## src/rtl/race_game_ctrl.sv

```systemverilog
// race_game_ctrl: game sequencing, collision, scoring and speed control
// for a vertical car-dodging game driven by per-frame ticks.
module race_game_ctrl #(
  parameter int CAR_WIDTH        = 20,
  parameter int CAR_HEIGHT       = 40,
  parameter int PLAYER_Y         = 400,
  parameter int COUNTDOWN_FRAMES = 180,
  parameter int CRASH_FRAMES     = 120,
  parameter int SPEED_STEP       = 10,
  parameter int MAX_SPEED        = 6,
  parameter int INIT_LIVES       = 3
) (
  input  logic        clk,
  input  logic        rst_n,
  input  logic        frame_tick,
  input  logic        btn_start,
  input  logic [9:0]  car_user_x,
  input  logic [9:0]  car2_x,
  input  logic [9:0]  car2_y,
  input  logic [9:0]  car3_x,
  input  logic [9:0]  car3_y,
  output logic        internal_reset,
  output logic        end_game,
  output logic [2:0]  speed,
  output logic [13:0] score,
  output logic [13:0] high_score,
  output logic [1:0]  lives,
  output logic [2:0]  state
);

  typedef enum logic [2:0] {
    IDLE      = 3'd0,
    COUNTDOWN = 3'd1,
    RUN       = 3'd2,
    CRASH     = 3'd3,
    GAME_OVER = 3'd4
  } state_e;

  localparam logic [13:0] SCORE_MAX = 14'd9999;
  localparam logic [10:0] W         = 11'(CAR_WIDTH);
  localparam logic [10:0] H         = 11'(CAR_HEIGHT);
  localparam logic [10:0] PY        = 11'(PLAYER_Y);
  localparam logic [15:0] CD_LAST   = 16'(COUNTDOWN_FRAMES - 1);
  localparam logic [15:0] CR_LAST   = 16'(CRASH_FRAMES - 1);
  localparam logic [13:0] STEP      = 14'(SPEED_STEP);
  localparam logic [2:0]  SPD_MAX   = 3'(MAX_SPEED);
  localparam logic [1:0]  LIVES0    = 2'(INIT_LIVES);

  state_e      state_q;
  logic        btn_q;
  logic [15:0] cnt_q;
  logic [9:0]  y2_q;
  logic [9:0]  y3_q;
  logic [13:0] rem_q;
  logic        bump_q;
  logic [2:0]  spd_q;

  logic        start_edge;
  logic        hit_any;
  logic [1:0]  pass_n;
  logic [1:0]  add;
  logic [13:0] room;
  logic [13:0] rem_sum;
  logic [2:0]  spd_nxt;

  // Overlap test widened to 11 bits so x+W and y+H cannot wrap
  function automatic logic hit(
    input logic [9:0] ux,
    input logic [9:0] ex,
    input logic [9:0] ey
  );
    logic [10:0] u;
    logic [10:0] x;
    logic [10:0] y;
    u = {1'b0, ux};
    x = {1'b0, ex};
    y = {1'b0, ey};
    return (u < x + W) && (x < u + W) &&
           (y < PY + H) && (PY < y + H);
  endfunction

  always_comb begin
    start_edge = btn_start & ~btn_q;
    hit_any    = hit(car_user_x, car2_x, car2_y) |
                 hit(car_user_x, car3_x, car3_y);
    pass_n     = {1'b0, car2_y < y2_q} + {1'b0, car3_y < y3_q};
    room       = SCORE_MAX - score;
    add        = (room < {12'd0, pass_n}) ? room[1:0] : pass_n;
    rem_sum    = rem_q + {12'd0, add};
    spd_nxt    = (bump_q && spd_q < SPD_MAX) ? spd_q + 3'd1 : spd_q;
  end

  assign state = state_q;

  always_ff @(posedge clk or negedge rst_n) begin
    if (!rst_n) begin
      state_q        <= IDLE;
      btn_q          <= 1'b0;
      cnt_q          <= '0;
      y2_q           <= '0;
      y3_q           <= '0;
      rem_q          <= '0;
      bump_q         <= 1'b0;
      spd_q          <= '0;
      internal_reset <= 1'b0;
      end_game       <= 1'b1;
      speed          <= '0;
      score          <= '0;
      high_score     <= '0;
      lives          <= LIVES0;
    end else begin
      btn_q          <= btn_start;
      internal_reset <= 1'b0;
      bump_q         <= 1'b0;
      spd_q          <= spd_nxt;
      if (frame_tick) begin
        y2_q <= car2_y;
        y3_q <= car3_y;
      end
      unique case (state_q)
        IDLE, GAME_OVER: begin
          if (start_edge) begin
            state_q        <= COUNTDOWN;
            internal_reset <= 1'b1;
            score          <= '0;
            lives          <= LIVES0;
            spd_q          <= 3'd1;
            rem_q          <= '0;
            cnt_q          <= '0;
          end
        end
        COUNTDOWN: begin
          if (frame_tick) begin
            if (cnt_q == CD_LAST) begin
              state_q  <= RUN;
              cnt_q    <= '0;
              end_game <= 1'b0;
              speed    <= spd_nxt;
            end else begin
              cnt_q <= cnt_q + 16'd1;
            end
          end
        end
        RUN: begin
          speed <= spd_nxt;
          if (frame_tick) begin
            if (hit_any) begin
              state_q  <= CRASH;
              lives    <= lives - 2'd1;
              cnt_q    <= '0;
              end_game <= 1'b1;
              speed    <= '0;
            end else begin
              score <= score + {12'd0, add};
              // Remainder tracks progress toward the next speed step
              if (rem_sum >= STEP) begin
                rem_q  <= rem_sum - STEP;
                bump_q <= 1'b1;
              end else begin
                rem_q <= rem_sum;
              end
            end
          end
        end
        CRASH: begin
          if (frame_tick) begin
            if (cnt_q == CR_LAST) begin
              cnt_q <= '0;
              if (lives != 2'd0) begin
                state_q        <= COUNTDOWN;
                internal_reset <= 1'b1;
              end else begin
                state_q <= GAME_OVER;
                if (score > high_score) high_score <= score;
              end
            end else begin
              cnt_q <= cnt_q + 16'd1;
            end
          end
        end
        default: state_q <= IDLE;
      endcase
    end
  end

endmodule

```

## config.mk

```make
export PLATFORM = sky130hd
export DESIGN_NAME = race_game_ctrl
export DESIGN_NICKNAME = d
export VERILOG_FILES = /design/src/rtl/race_game_ctrl.sv
export SDC_FILE = /design/constraint.sdc
export NUM_CORES = 1
export LEC_CHECK = 0
export CAP_MARGIN = 20
export CORE_MARGIN = 8
export CORE_UTILIZATION = 57
export DETAILED_ROUTE_END_ITERATION = 12
export PLACE_DENSITY = 0.91
export SYNTH_ARGS = -nofsm -noshare
export SYNTH_HDL_FRONTEND = slang
export SYNTH_SLANG_ARGS = --single-unit
```

## constraint.sdc

```tcl
create_clock -name clk -period 7.5 [get_ports clk]
set_input_delay 1.5 -clock clk [delete_from_list [all_inputs] [get_ports clk]]
set_output_delay 1.5 -clock clk [all_outputs]
set_load 0.1 [all_outputs]
```

==> results.yml, run 1 <==
logic_synthesis:
  synth_seq_cells: 93
  synth_top_area_share_pct: 31.4
  synthTopCellsByArea: "dfrtp_1, ha_1, o21ai_0"
  yosysWarnings: 0
  synthFlopType: "dfrtp_1"
  syn_nets: 931
  synth.yosys.seq_area_share_pct: 32.5
  synth_top_area_cell: "dfrtp_1"
  syn_inst: 792
  avgSynthCellArea_um2: 9.07
  synth_cell_types: 85
  synth_async_sr_flop_share_pct: 100
  synth-edff-count: 0
  netlist_area_um2: 7180
clock_network:
  clkTransAtPathRegs_ps: 70
  tritoncts: "done"
  clock_sinks: 93
  root_buffer: "clkbuf_16"
  hold_buffers: 0
  numCtsBuffers: 9
  worstSkewPairLatency_ps: 350
  htree_num_levels: 3
  ctsLongestPathBuffers: 2
cells_and_area:
  drive_gt1_share_pct: 8.54
  num-nets-final: 1025
  antennaDiodeCount: 0
  final_cell_area_um2: 8610
  area_growth_pct: 19.9
  fin_cells: 1062
drt:
  vias: 6426
  drtIter0Drc: 455
  drtPass1Iterations: 6
  antenna_left: 0
  avgViaCountPerCell: 6.05
  remaining_drc_errors: 0
  wl_mm: 18.3
  wl_per_cell_um: 17.3
floorplan:
  start_util_pct: 57.6
  die_h_um: 128
  rows: 41
  io_pins: 92
  fp.coreArea_um2: 12500
  dieArea_um2: 16400
  fp.dieW_um: 128
min_path:
  hold_class: "reg2reg"
  min_to: "cnt_q[15]$_DFFE_PN0P_"
  min_path_cells: 1
  min_from: "cnt_q[15]$_DFFE_PN0P_"
global_routing:
  grt_max_degree: 53
  grt_pass1_vias: 6350
  grt-ovfl-total: 0
  grt_first_pass_wirelength_mm: 30.4
  grt_usage_pct: 22.7
  antenna_found_initial: 0
timing:
  max_clock_freq_ghz: 0.138
  slew_headroom_pct: 28.4
  drv_slew: 0
  hold_viol: 0
  setup-tns-final_ps: 0
  skew_ps: 8.48
  fin_crit_ps: 7270
  hold_slack_ps: 498
  fin_crit_sh_pct: 96.9
  finalSetupViolations: 0
  tightestPinTransition_ps: 1070
place:
  dp_hpwl_mm: 13.6
  place_inst: 1047
  numPortBuffers: 91
  gp_congestion: 0.946
  dpl-instance-area_um2: 8320
outcome:
  status: "complete, no violations"
power:
  powerDensity_nw_per_um2: 154
  leakagePower_nw: 3.89
  ir_drop_v: 0.000136
critical_path:
  max_stage_delay_ps: 440
  cpMaxStageDelayCell: "clkdlybuf4s50_1"
  cp-start-kind: "primary input"
  critPathCaptureType: "flip-flop"
  crit_arrival_ps: 7510
  worstPathMaxFanout: 5
  worst_ep_required_time_ps: 7740
  worst_r2r_endpoint: "rem_q[5]$_DFFE_PN0P_"
  worstRegToRegCells: 28
  worst_path_most_repeated_cell: "ha_1"
  rrSetupSlack_ps: 1500
  rr_startpoint: "y2_q[1]$_DFFE_PN0P_"
  worstSetupPathType: "in2reg"
job:
  cap_violations: 0
-- cell families after synthesis --
logic type	after synthesis	synth area share (%)
AOI/OAI and AO/OA	219	20.7
xor gates and xnor gates	46	5.61
adders and majority gates	85	15.0
buffers and inverters	85	4.79
DFF	93	32.5
muxes	21	3.19
and+or+nand+nor	243	18.2
-- routing by layer --
metal  GRT usage (%)  up-vias  routed length, um
li1                -     3099                  -
met1            27.8     3097               8010
met2            38.2      203               8750
met3            5.87       27               1280
met4            7.27        0                311
met5               0        -                  0
-- repair_timing --
action	in CTS	in global routing
setup endpoints to repair	0	12
endpoints found under the hold margin	0	0
buffers inserted	0	0
gates resized for setup	0	4
-- Yosys cell counts, types with 3 or more instances --
library cell,instances
inv_1,60
a2111oi_0,4
a22o_1,6
o31ai_1,5
dfrtp_1,90
nor3b_1,4
o21bai_1,3
or3_1,13
mux2i_1,6
nor2_1,46
and3_1,11
nor3_1,22
nand2b_1,9
nor4_1,4
xor2_1,24
nor2b_1,6
a31oi_1,19
a2111oi_2,3
nand3_1,25
o21ai_1,8
nor4b_1,5
clkbuf_1,16
a21o_1,17
dfstp_2,3
a211o_1,4
ha_1,83
o21ai_0,50
mux2_2,15
buf_2,4
a31o_2,3
a21oi_1,41
o21a_1,10
nand2_1,62
nand3b_1,5
o211ai_1,5
nand4_1,10
o2111ai_1,7
a41oi_1,4
xnor2_1,22
a211oi_1,3
o22ai_1,5
-- flip-flops by register name, summed over array words and instances (netlist names) --
register        cells
bump_q              1
btn_q               1
y3_q               10
speed               3
cnt_q              16
spd_q               3
internal_reset      1
rem_q              14
lives               2
state               3
y2_q               10
end_game            1
score              14
high_score         14
-- final cells by class --
type | instances | area, um2
multi-input combinational | 614 | 4520
fill | 969 | 3850
sequential | 93 | 2330
timing repair buffer | 108 | 1040
clock buffer | 12 | 236
inverter | 60 | 225
tap | 172 | 215
clock inverter | 3 | 46.3
-- power breakdown --
group	switching (mW)	internal [mW]
combinational	0.182	0.138
clock	0.190	0.258
sequential	0.0285	0.532
-- layout by cell type (no fill, tap or decap), types with 18 or more instances in the layout --
cell type	count
a21oi_1	41
a31oi_1	19
buf_4	18
clkdlybuf4s50_1	90
dfrtp_1	90
ha_1	83
inv_1	60
nand2_1	62
nand3_1	25
nor2_1	46
nor3_1	22
o21ai_0	50
xnor2_1	22
xor2_1	24
-- worst max path at each step --
stage               startpoint                    to  depth (start not counted)
finish               car2_y[1]  rem_q[5]$_DFFE_PN0P_                         28
global route         car3_y[1]  rem_q[2]$_DFFE_PN0P_                         29
CTS                  car3_y[1]  rem_q[5]$_DFFE_PN0P_                         28
detailed placement   car3_y[1]  rem_q[5]$_DFFE_PN0P_                         28
global placement     car3_y[1]  rem_q[5]$_DFFE_PN0P_                         28
floorplan            car2_y[1]  rem_q[5]$_DFFE_PN0P_                         27
-- through the flow --
step / setup slack (ps) / power, mW / util (%)
4_1_cts: 225 / 1.33 / 69.0
3_5_place_dp: -114 / 0.885 / 66.7
3_3_place_gp: 155 / 0.871 / 66.7
6_report: 233 / 1.33 / 69.1
5_1_grt: -123 / 1.40 / 69.1
2_1_floorplan: 589 / 0.769 / -
-- worst max-delay path: cells and delay by family --
kind,cells,cell delay [ps]
AOI/OAI and AO/OA,9,2090
and+or+nand+nor,8,1620
adders and majority gates,5,1300
buffers and inverters,4,730
muxes,1,170
xor gates and xnor gates,1,110
No activity file was read; power rests on OpenSTA's default activity.
==> inputs of run 2 (changes only) <==
--- a/config.mk
+++ b/config.mk
@@ -6,7 +6,7 @@
 export NUM_CORES = 1
 export LEC_CHECK = 0
 export CAP_MARGIN = 20
-export CORE_MARGIN = 8
+export CORE_MARGIN = 3
 export CORE_UTILIZATION = 57
 export DETAILED_ROUTE_END_ITERATION = 12
 export PLACE_DENSITY = 0.91
==> run 2 against run 1 <==
Sequential power is essentially flat; worst setup slack gained 75 ps; power grew 3.4%; fmax grew 1.0%; critical path depth is the same; sequential cell count is the same; sequential share of layout area shrank 0.13 points; critical endpoint unchanged.
==> results.yml, run 2 (synthesized netlist as in run 1, its figures left out) <==
outcome:
  status: "complete, no violations"
drt:
  antenna_left: 0
  wl_per_cell_um: 17.2
  wl_mm: 18.2
  avgViaCountPerCell: 6.15
  drtPass1Iterations: 5
  vias: 6520
  remaining_drc_errors: 0
  drtIter0Drc: 639
cells_and_area:
  num-nets-final: 1027
  top_register: "cnt_q"
  multi_input_area_um2: 4520
  regArea_um2: 2330
  antennaDiodeCount: 0
  final_cell_area_um2: 8650
  fin_util_pct: 71.1
  largest_reg_flops: 16
  num-fill-cells: 900
  area_growth_pct: 20.5
  drive_gt1_share_pct: 8.62
  final_cell_mix: "dfrtp_1, clkdlybuf4s50_1, ha_1, nand2_1, inv_1"
timing:
  hold_slack_ps: 511
  fin_crit_ps: 7190
  max_clock_freq_ghz: 0.139
  fin_crit_sh_pct: 95.9
  finalSetupViolations: 0
  rsz0062_at_grt: "false"
  drv_slew: 0
  tightestPinTransition_ps: 1010
  setup-tns-final_ps: 0
  slew_headroom_pct: 32.3
  hold_viol: 0
  skew_ps: 7.89
power:
  p_sw_mw: 0.401
  combPwrFrac_pct: 23.4
  power.share.clock_pct: 35.9
  power_mw: 1.37
  p_sw_share_pct: 29.2
  sequentialPowerShare_pct: 40.7
  powerDensity_nw_per_um2: 159
  leakagePower_nw: 3.92
  ir_drop_v: 0.000146
  p_int_mw: 0.973
clock_network:
  tritoncts: "done"
  htree_num_levels: 3
  clock_sinks: 93
  cts_setup_buffers: 0
  worstSkewPairLatency_ps: 350
  clkTransAtPathRegs_ps: 70
  hold_buffers: 0
  cts_resized: 0
  root_buffer: "clkbuf_16"
  numCtsBuffers: 9
  ctsLongestPathBuffers: 2
floorplan:
  dieArea_um2: 14000
  start_util_pct: 59.0
  die_h_um: 118
  fp.dieW_um: 118
  fp.coreArea_um2: 12200
  io_pins: 92
  rows: 40
critical_path:
  worst_r2r_endpoint: "rem_q[5]$_DFFE_PN0P_"
  path_depth: 28
  cpMaxStageDelayCell: "clkdlybuf4s50_1"
  critPathCapture: "rem_q[5]$_DFFE_PN0P_"
  crit_arrival_ps: 7430
  rrSetupSlack_ps: 1560
  critical-path-top-delay-family: "compound AO/OA/AOI/OAI gates"
  startpoint: "car3_y[1]"
  worstSetupPathType: "in2reg"
  worst_ep_required_time_ps: 7740
  worstPathMaxFanout: 7
  max_stage_delay_ps: 450
  worstRegToRegCells: 28
  path_buf_inv: 4
  worst_path_most_repeated_cell: "ha_1"
  rr_startpoint: "y3_q[1]$_DFFE_PN0P_"
  cp-start-kind: "primary input"
  critPathCaptureType: "flip-flop"
global_routing:
  grt_pass1_vias: 6605
  grt_first_pass_wirelength_mm: 31.0
  grt_usage_pct: 26.7
  grt-ovfl-total: 0
  antenna_found_initial: 0
  grt_max_degree: 59
job:
  cap_violations: 0
place:
  dpl-instance-area_um2: 8320
  numPortBuffers: 91
  dp_hpwl_mm: 13.2
  gp_congestion: 1.00
min_path:
  hold_class: "reg2reg"
## run 2: cell types whose count changed in the layout (fill, tap and decap cells not counted), sizes merged
cell      delta
buf          +2
clkbuf       +2
bufinv       +1
clkinvlp     -1
inv          -1
## run 2: stage by stage
stage / std cells / setup WS, ps
floorplan: 792 / 589
global route: 1061 / 12.7
detailed placement: 1044 / -51.6
global placement: 1044 / 80.5
finish: 1061 / 308
CTS: 1060 / 267
## run 2: worst min path at each step
stage / startpoint / to / slack [ps] / depth (start not counted)
finish: speed[1]$_DFFE_PN0P_ / speed[1]$_DFFE_PN0P_ / 510 / 2
global route: cnt_q[5]$_DFFE_PN0P_ / cnt_q[5]$_DFFE_PN0P_ / 530 / 1
CTS: speed[0]$_DFFE_PN0P_ / speed[0]$_DFFE_PN0P_ / 510 / 2
detailed placement: cnt_q[15]$_DFFE_PN0P_ / cnt_q[15]$_DFFE_PN0P_ / 490 / 1
global placement: cnt_q[15]$_DFFE_PN0P_ / cnt_q[15]$_DFFE_PN0P_ / 480 / 1
floorplan: cnt_q[15]$_DFFE_PN0P_ / cnt_q[15]$_DFFE_PN0P_ / 450 / 1
## run 2: power groups by stage
stage	Sequential (mW)	Clock, mW	Combinational [mW]
floorplan	0.580	0	0.189
global placement	0.566	0	0.306
detailed placement	0.567	0	0.317
CTS	0.558	0.500	0.320
global route	0.562	0.524	0.362
finish	0.559	0.493	0.322
## run 2: tightest hold or removal path, delay by kind of cell, from the launching register on
kind,cells,cell delay [ps]
AOI/OAI and AO/OA,1,70
and+or+nand+nor,1,60
DFF,1,350
## run 2: cell type report
class / count / area share [%]
multi-input cells: 614 / 52.2
flip-flops and latches: 93 / 26.9
repair buffers: 110 / 12.1
clock buffers: 14 / 2.94
inverters: 60 / 2.60
well taps: 168 / 2.43
clock inverters: 2 / 0.694
## run 2: layer usage
metal / wire [um] / global-route usage, %
met5: 0 / 0
met1: 8100 / 34.8
met3: 1200 / 6.03
met4: 411 / 12.2
met2: 8520 / 42.5
